## config.mk

```make
export PLATFORM = sky130hd
export DESIGN_NAME = voting_machine_multi
export DESIGN_NICKNAME = d
export VERILOG_FILES = /design/src/rtl/voting_machine_multi.sv
export SDC_FILE = /design/constraint.sdc
export NUM_CORES = 1
export LEC_CHECK = 0
export BUFFER_PORTS_ARGS = -buffer_cell sky130_fd_sc_hd__buf_4
export CAP_MARGIN = 10
export CORE_MARGIN = 1.5
export CORE_UTILIZATION = 64
export DETAILED_ROUTE_END_ITERATION = 8
export PLACE_DENSITY = 0.85
export SYNTH_ARGS = -nofsm -noshare
export SYNTH_HDL_FRONTEND = slang
export SYNTH_SLANG_ARGS = --single-unit
```

## constraint.sdc

```tcl
create_clock -name clock -period 5.7 [get_ports clock]
set_input_delay 0.57 -clock clock [delete_from_list [all_inputs] [get_ports clock]]
set_output_delay 0.57 -clock clock [all_outputs]
set_load 0.01 [all_outputs]
```

## src/rtl/voting_machine_multi.sv

```systemverilog
// Parametrised voting machine: NUM_CAND buttons, hold-time qualification,
// multi-press rejection, per-candidate saturating tallies, and an LED readout
// of a selected tally in display mode.
module voting_machine_multi #(
    parameter int NUM_CAND    = 4,
    parameter int CNT_W       = 8,
    parameter int HOLD_CYCLES = 5,
    parameter int SEL_W       = 4
) (
    input  logic                clock,
    input  logic                reset,
    input  logic                mode,
    input  logic [NUM_CAND-1:0] button,
    input  logic [SEL_W-1:0]    sel,
    output logic [CNT_W-1:0]    led,
    output logic                vote_valid,
    output logic                vote_err,
    output logic [NUM_CAND-1:0] sat
);

    // state          | meaning
    // S_IDLE         | waiting for a press (mode 0) or parked (mode 1)
    // S_HOLD         | single button held, qualifying hold time
    // S_WAIT_RELEASE | vote committed or press rejected; wait for all buttons low
    typedef enum logic [1:0] {
        S_IDLE         = 2'd0,
        S_HOLD         = 2'd1,
        S_WAIT_RELEASE = 2'd2
    } state_t;

    localparam int HW = (HOLD_CYCLES < 2) ? 1 : $clog2(HOLD_CYCLES + 1);
    localparam int IW = $clog2(NUM_CAND);
    localparam logic [CNT_W-1:0] CNT_MAX = '1;

    state_t              state_q, state_d;
    logic [HW-1:0]       hold_q, hold_d;
    logic [IW-1:0]       cand_q, cand_d;
    logic [CNT_W-1:0]    cnt_q [NUM_CAND];
    logic [NUM_CAND-1:0] sat_q;
    logic [CNT_W-1:0]    led_q, led_d;
    logic                vote_valid_q, vote_err_q;

    logic                one_hot;
    logic [IW-1:0]       btn_idx;
    logic [NUM_CAND-1:0] cand_mask;
    logic                commit;
    logic [IW-1:0]       commit_idx;
    logic                err;

    // Classify the button vector: exactly-one-high and index of that bit.
    always_comb begin
        one_hot = (button != '0) && ((button & (button - 1'b1)) == '0);
        btn_idx = '0;
        for (int i = 0; i < NUM_CAND; i++) begin
            if (button[i]) btn_idx = IW'(i);
        end
        cand_mask = {{(NUM_CAND-1){1'b0}}, 1'b1} << cand_q;
    end

    // Next-state, hold counter and commit/error decisions.
    always_comb begin
        state_d    = state_q;
        hold_d     = hold_q;
        cand_d     = cand_q;
        commit     = 1'b0;
        commit_idx = cand_q;
        err        = 1'b0;
        if (mode) begin
            state_d = S_IDLE;
            hold_d  = '0;
        end else begin
            case (state_q)
                S_IDLE: begin
                    if (one_hot) begin
                        cand_d = btn_idx;
                        if (HOLD_CYCLES == 1) begin
                            commit     = 1'b1;
                            commit_idx = btn_idx;
                            state_d    = S_WAIT_RELEASE;
                        end else begin
                            hold_d  = HW'(1);
                            state_d = S_HOLD;
                        end
                    end else if (button != '0) begin
                        err     = 1'b1;
                        state_d = S_WAIT_RELEASE;
                    end
                end
                S_HOLD: begin
                    if (button == cand_mask) begin
                        if (hold_q + HW'(1) == HW'(HOLD_CYCLES)) begin
                            commit  = 1'b1;
                            hold_d  = '0;
                            state_d = S_WAIT_RELEASE;
                        end else begin
                            hold_d = hold_q + HW'(1);
                        end
                    end else if (button == '0) begin
                        hold_d  = '0;
                        state_d = S_IDLE;
                    end else begin
                        err     = 1'b1;
                        hold_d  = '0;
                        state_d = S_WAIT_RELEASE;
                    end
                end
                S_WAIT_RELEASE: begin
                    if (button == '0) state_d = S_IDLE;
                end
                default: begin
                    hold_d  = '0;
                    state_d = S_IDLE;
                end
            endcase
        end
    end

    // FSM registers, saturating tallies, sticky saturation flags and pulses.
    always_ff @(posedge clock or negedge reset) begin
        if (!reset) begin
            state_q      <= S_IDLE;
            hold_q       <= '0;
            cand_q       <= '0;
            vote_valid_q <= 1'b0;
            vote_err_q   <= 1'b0;
            sat_q        <= '0;
            for (int i = 0; i < NUM_CAND; i++) cnt_q[i] <= '0;
        end else begin
            state_q      <= state_d;
            hold_q       <= hold_d;
            cand_q       <= cand_d;
            vote_valid_q <= commit;
            vote_err_q   <= err;
            for (int i = 0; i < NUM_CAND; i++) begin
                if (commit && commit_idx == IW'(i)) begin
                    // The flag marks the commit that lands on (or hits) the ceiling.
                    if (cnt_q[i] != CNT_MAX) cnt_q[i] <= cnt_q[i] + 1'b1;
                    if (cnt_q[i] >= CNT_MAX - 1'b1) sat_q[i] <= 1'b1;
                end
            end
        end
    end

    // Display mux: selected tally in mode 1, blank otherwise or for out-of-range sel.
    always_comb begin
        led_d = '0;
        for (int i = 0; i < NUM_CAND; i++) begin
            if (mode && sel == SEL_W'(i)) led_d = cnt_q[i];
        end
    end

    // Registered LED bus.
    always_ff @(posedge clock or negedge reset) begin
        if (!reset) led_q <= '0;
        else        led_q <= led_d;
    end

    assign led        = led_q;
    assign vote_valid = vote_valid_q;
    assign vote_err   = vote_err_q;
    assign sat        = sat_q;

endmodule

```

==> flow_summary.html <==
<table>
<tr><th>Metric</th><th>Value</th></tr>
<tr><th colspan="2">Pwr</th></tr>
<tr><td>Fraction of power consumed by the clock network</td><td>31.3%</td></tr>
<tr><td>Maximum vdd ir drop</td><td>~0.13 mV</td></tr>
<tr><td>Cell Pwr Density</td><td>around 220 nW/um^2</td></tr>
<tr><td>Leakage dissipation</td><td>1.43 nW</td></tr>
<tr><td>Logic gate share of total power</td><td>11.5%</td></tr>
<tr><td>Portion of total power attributed to sequential cells</td><td>a little under three fifths</td></tr>
<tr><td>Net switching power of the design</td><td>~190 uW</td></tr>
<tr><td>Switching portion of total power</td><td>approximately 28%</td></tr>
<tr><td>Pint</td><td>a little under 500 uW</td></tr>
<tr><th colspan="2">Logic synthesis</th></tr>
<tr><td>Mean instance size in the synthesized netlist</td><td>between 10 and 15 um^2</td></tr>
<tr><td>Ys async rst share</td><td>between 90% and 100%</td></tr>
<tr><td>Flip-flop and latch count after synthesis</td><td>53</td></tr>
<tr><td>Top cell type's share of synthesized area</td><td>between 40 and 50%</td></tr>
<tr><td>Dominant cell type by area after synthesis</td><td>sky130_fd_sc_hd__dfrtp_1</td></tr>
<tr><td>Number of enable flip-flop cells after synthesis</td><td>0</td></tr>
<tr><td>Netlist area before placement</td><td>approximately 2800 um^2</td></tr>
<tr><td>Number of distinct standard cells referenced by the synthesized netlist</td><td>54</td></tr>
<tr><td>Top flip-flop cell by instance count after synthesis</td><td>sky130_fd_sc_hd__dfrtp_1</td></tr>
<tr><td>Sequential element share of the synthesized area</td><td>46.7%</td></tr>
<tr><td>Leading post-synthesis cells by cell area</td><td>sky130_fd_sc_hd__dfrtp_1 (47%), sky130_fd_sc_hd__xnor2_1 (7.1%), sky130_fd_sc_hd__ha_1 (4.4%)</td></tr>
<tr><td>Synthesized instance count</td><td>between 200 and 300</td></tr>
<tr><td>Net count of the mapped netlist</td><td>~300</td></tr>
<tr><td>Yosys warns</td><td>0</td></tr>
<tr><th colspan="2">Critical path</th></tr>
<tr><td>Launch point of the worst path</td><td>cand_q[0]</td></tr>
<tr><td>Worst Setup Start Kind</td><td>flop</td></tr>
<tr><td>Critical Path Sink Type</td><td>flop</td></tr>
<tr><td>CP Data Arrival Time</td><td>~2600 ps</td></tr>
<tr><td>Crit path max fanout</td><td>20</td></tr>
<tr><td>Critical path class</td><td>flop to flop</td></tr>
<tr><td>Worst r2r src</td><td>cand_q[0]</td></tr>
<tr><td>CP Data Required Time</td><td>5900 ps</td></tr>
<tr><th colspan="2">Timing</th></tr>
<tr><td>Accumulated negative setup slack</td><td>0 ps</td></tr>
<tr><td>Slew HR</td><td>a little under a quarter</td></tr>
<tr><td>Share of the clock period used by the worst path</td><td>a little over two fifths</td></tr>
<tr><td>Final setup margin</td><td>~3300 ps</td></tr>
<tr><td>Worst Skew</td><td>between 4 and 5 ps</td></tr>
<tr><td>Worst Max-Slew Pin Slew</td><td>roughly 1200 ps</td></tr>
<tr><td>Final hold viol count</td><td>0</td></tr>
<tr><td>Period minus WS final</td><td>between 2000 and 2500 ps</td></tr>
<tr><td>Peak Freq</td><td>411 MHz</td></tr>
<tr><td>Max Slew Vio Count</td><td>0</td></tr>
<tr><td>Setup repair after global routing missed its margin</td><td>false</td></tr>
<tr><td>Total of endpoints with negative setup slack in the final report</td><td>0</td></tr>
<tr><th colspan="2">Clocking</th></tr>
<tr><td>Clock tree from TritonCTS</td><td>yes</td></tr>
<tr><td>H-tree levels</td><td>2</td></tr>
<tr><td>Total number of clock tree sinks</td><td>between 50 and 60</td></tr>
<tr><td>Clock latency at the later pin of the worst-skew pair</td><td>approximately 320 ps</td></tr>
<tr><td>Total of hold buffers inserted after clock tree synthesis</td><td>0</td></tr>
<tr><td>Deepest clock path buffer count</td><td>2</td></tr>
<tr><td>Inserted Clock Buffers</td><td>5</td></tr>
<tr><td>Number of gates resized after CTS</td><td>0</td></tr>
<tr><td>CTS Root Buffer Type</td><td>sky130_fd_sc_hd__clkbuf_8</td></tr>
<tr><td>Number of buffers added for setup after CTS</td><td>0</td></tr>
<tr><td>Clock Pin Slew Worst Setup and Hold Paths</td><td>around 100 ps</td></tr>
<tr><th colspan="2">Status</th></tr>
<tr><td>Status</td><td>complete, no violations</td></tr>
<tr><th colspan="2">Floorplan</th></tr>
<tr><td>Number of rows created at floorplan</td><td>24</td></tr>
<tr><td>Width of the die</td><td>~70 um</td></tr>
<tr><td>Die footprint</td><td>between 4000 and 5000 um^2</td></tr>
<tr><td>Top-Level Pins</td><td>25</td></tr>
<tr><td>Core ar.</td><td>approximately 4300 um^2</td></tr>
<tr><td>Initial core utilization</td><td>65.7%</td></tr>
<tr><td>Height of the chip</td><td>69.6 um</td></tr>
<tr><th colspan="2">Route</th></tr>
<tr><td>Detailed Route WL</td><td>about 6.0 mm</td></tr>
<tr><td>Post-detailed-route DRC marker count</td><td>0</td></tr>
<tr><td>Vias per cell</td><td>approximately 6.4</td></tr>
<tr><td>1st-iter DRT viols</td><td>around 230</td></tr>
<tr><td>Antenna viol nets, final</td><td>0</td></tr>
<tr><td>Vias</td><td>2282</td></tr>
<tr><td>Detailed-route wire length per cell</td><td>between 15 and 20 um</td></tr>
<tr><td>Drt pass-1 iters</td><td>6</td></tr>
<tr><th colspan="2">Hold path</th></tr>
<tr><td>Class of the tightest hold or removal check</td><td>input pin to asynchronous set/reset pin</td></tr>
<tr><th colspan="2">Place</th></tr>
<tr><td>Worst slack after detailed placement</td><td>3040 ps</td></tr>
<tr><td>Port Buffer Count</td><td>24</td></tr>
<tr><td>Post-DP Area</td><td>around 3000 um^2</td></tr>
<tr><td>Half-perimeter wire length after placement</td><td>between 4 and 5 mm</td></tr>
<tr><td>GPL Wtd Cong</td><td>0.866</td></tr>
<tr><th colspan="2">Global route</th></tr>
<tr><td>Maximum number of pins on one net before global-route repair</td><td>54</td></tr>
<tr><td>Number of global-route vias before repair</td><td>around 2100</td></tr>
<tr><td>Wire length of the first global-routing pass</td><td>10.1 mm</td></tr>
<tr><td>Grt ovf</td><td>0</td></tr>
<tr><td>Initial antenna violation count</td><td>0</td></tr>
<tr><td>Aggregate global-route resource usage</td><td>a little over a quarter</td></tr>
<tr><th colspan="2">Final layout</th></tr>
<tr><td>Net total in the final layout</td><td>between 300 and 400</td></tr>
<tr><td>Number of diodes added for antenna fixing</td><td>0</td></tr>
<tr><td>Layout Area Growth over Synthesis</td><td>10.0%</td></tr>
<tr><td>Finished layout cell area</td><td>approximately 3100 um^2</td></tr>
<tr><td>Fillcell total</td><td>341</td></tr>
<tr><td>Share of layout cells above drive strength 1</td><td>about 14%</td></tr>
<tr><th colspan="2">Flow run</th></tr>
<tr><td>Max-cap violations</td><td>0</td></tr>
</table>
-- critical path: stages, from the launching register on --
cell and delay [ps]:
sky130_fd_sc_hd__dfrtp_1 460, sky130_fd_sc_hd__or3b_1 400, sky130_fd_sc_hd__a2111o_1 510, sky130_fd_sc_hd__a21bo_1 310, sky130_fd_sc_hd__inv_2 290, sky130_fd_sc_hd__nand3_1 180
sky130_fd_sc_hd__xnor2_1 170
-- final timing paths --
kind,end,slack [ps],depth (start not counted)
max,cnt_q[0],3270,6
max reg2reg,cnt_q[0],3270,6
min reg2reg,sat[1],470,1
max in group asynchronous,cand_q[0],5020,1
min in group clock,sat[1],470,1
min,led[1],270,1
-- power groups by stage --
| stage | Combinational [mW] | Sequential, mW | Clock, mW |
|---|---|---|---|
| 2_1_floorplan | 0.0492 | 0.399 | 0 |
| 3_3_place_gp | 0.0759 | 0.400 | 0 |
| 3_5_place_dp | 0.0780 | 0.401 | 0 |
| 4_1_cts | 0.0784 | 0.393 | 0.219 |
| 5_1_grt | 0.0888 | 0.394 | 0.232 |
| 6_report | 0.0792 | 0.393 | 0.216 |
-- through the flow --
step,cells,total power [mW],utilization (%),hold WS (ps)
finish,356,0.688,72.3,271
global route,356,0.715,72.3,332
CTS,355,0.691,72.2,295
detailed placement,347,0.479,70.1,453
global placement,347,0.476,70.1,451
floorplan,280,0.448,-,274
-- layer usage --
metal / share of wire (%) / up-vias / GRT usage, %
met5: 0 / - / 0
met4: 2.9 / 0 / 13.9
met3: 5.6 / 19 / 4.94
met2: 48 / 110 / 43.7
met1: 44 / 1071 / 33.9
li1: - / 1082 / -
-- synthesized netlist by cell type, types with 3 or more instances --
master	n
sky130_fd_sc_hd__a21oi_1	11
sky130_fd_sc_hd__a222oi_1	3
sky130_fd_sc_hd__a22oi_1	6
sky130_fd_sc_hd__and2_1	3
sky130_fd_sc_hd__and3_1	6
sky130_fd_sc_hd__and4_1	3
sky130_fd_sc_hd__clkbuf_1	4
sky130_fd_sc_hd__dfrtp_1	53
sky130_fd_sc_hd__ha_1	10
sky130_fd_sc_hd__inv_1	12
sky130_fd_sc_hd__nand2_1	19
sky130_fd_sc_hd__nand2b_1	3
sky130_fd_sc_hd__nand3_1	18
sky130_fd_sc_hd__nand4_1	14
sky130_fd_sc_hd__nor2_1	19
sky130_fd_sc_hd__nor3_1	7
sky130_fd_sc_hd__nor4_1	8
sky130_fd_sc_hd__o211ai_1	3
sky130_fd_sc_hd__o21ai_0	5
sky130_fd_sc_hd__or2_2	3
sky130_fd_sc_hd__xnor2_1	23
sky130_fd_sc_hd__xor2_1	5
-- registers in the layout, indices dropped and copies added, names as in the netlist --
register and flops:
cnt_q 32, hold_q 3, cand_q 2, sat 4, vote_valid 1, vote_err 1, state_q 2, led 8
-- final cells by class --
cell class,count,area [um^2],share of cell area [%]
clock inverter,3,21.3,0.680
sequential,53,1330,42.4
timing repair buffer,25,185,5.92
multi-input combinational,205,1410,45.2
inverter,13,48.8,1.56
clock buffer,5,68.8,2.20
tap,52,65.1,2.08
-- logic make-up (layout without fill, tap and decap cells) --
kind of cell    count (synthesis)  after routing  share of synthesized area (%)
xor+xnor                       28             28                           8.63
mux                             2              2                          0.748
compound gates                 53             53                           14.8
fa+ha+maj                      11             11                           4.75
simple gates                  111            111                           20.8
buf+inv                        22             46                           3.65
flops                          53             53                           46.7
-- cells in the final DEF (no fill, tap or decap), drive strengths merged, types with 8 or more instances in the layout --
cell type and n:
dfrtp 53, xnor2 23, nor2 19, a21oi 11, nand3 18, buf 24, inv 14, ha 10
nor4 8, nand2 19, nand4 14
(Power assumes the default switching activity.)
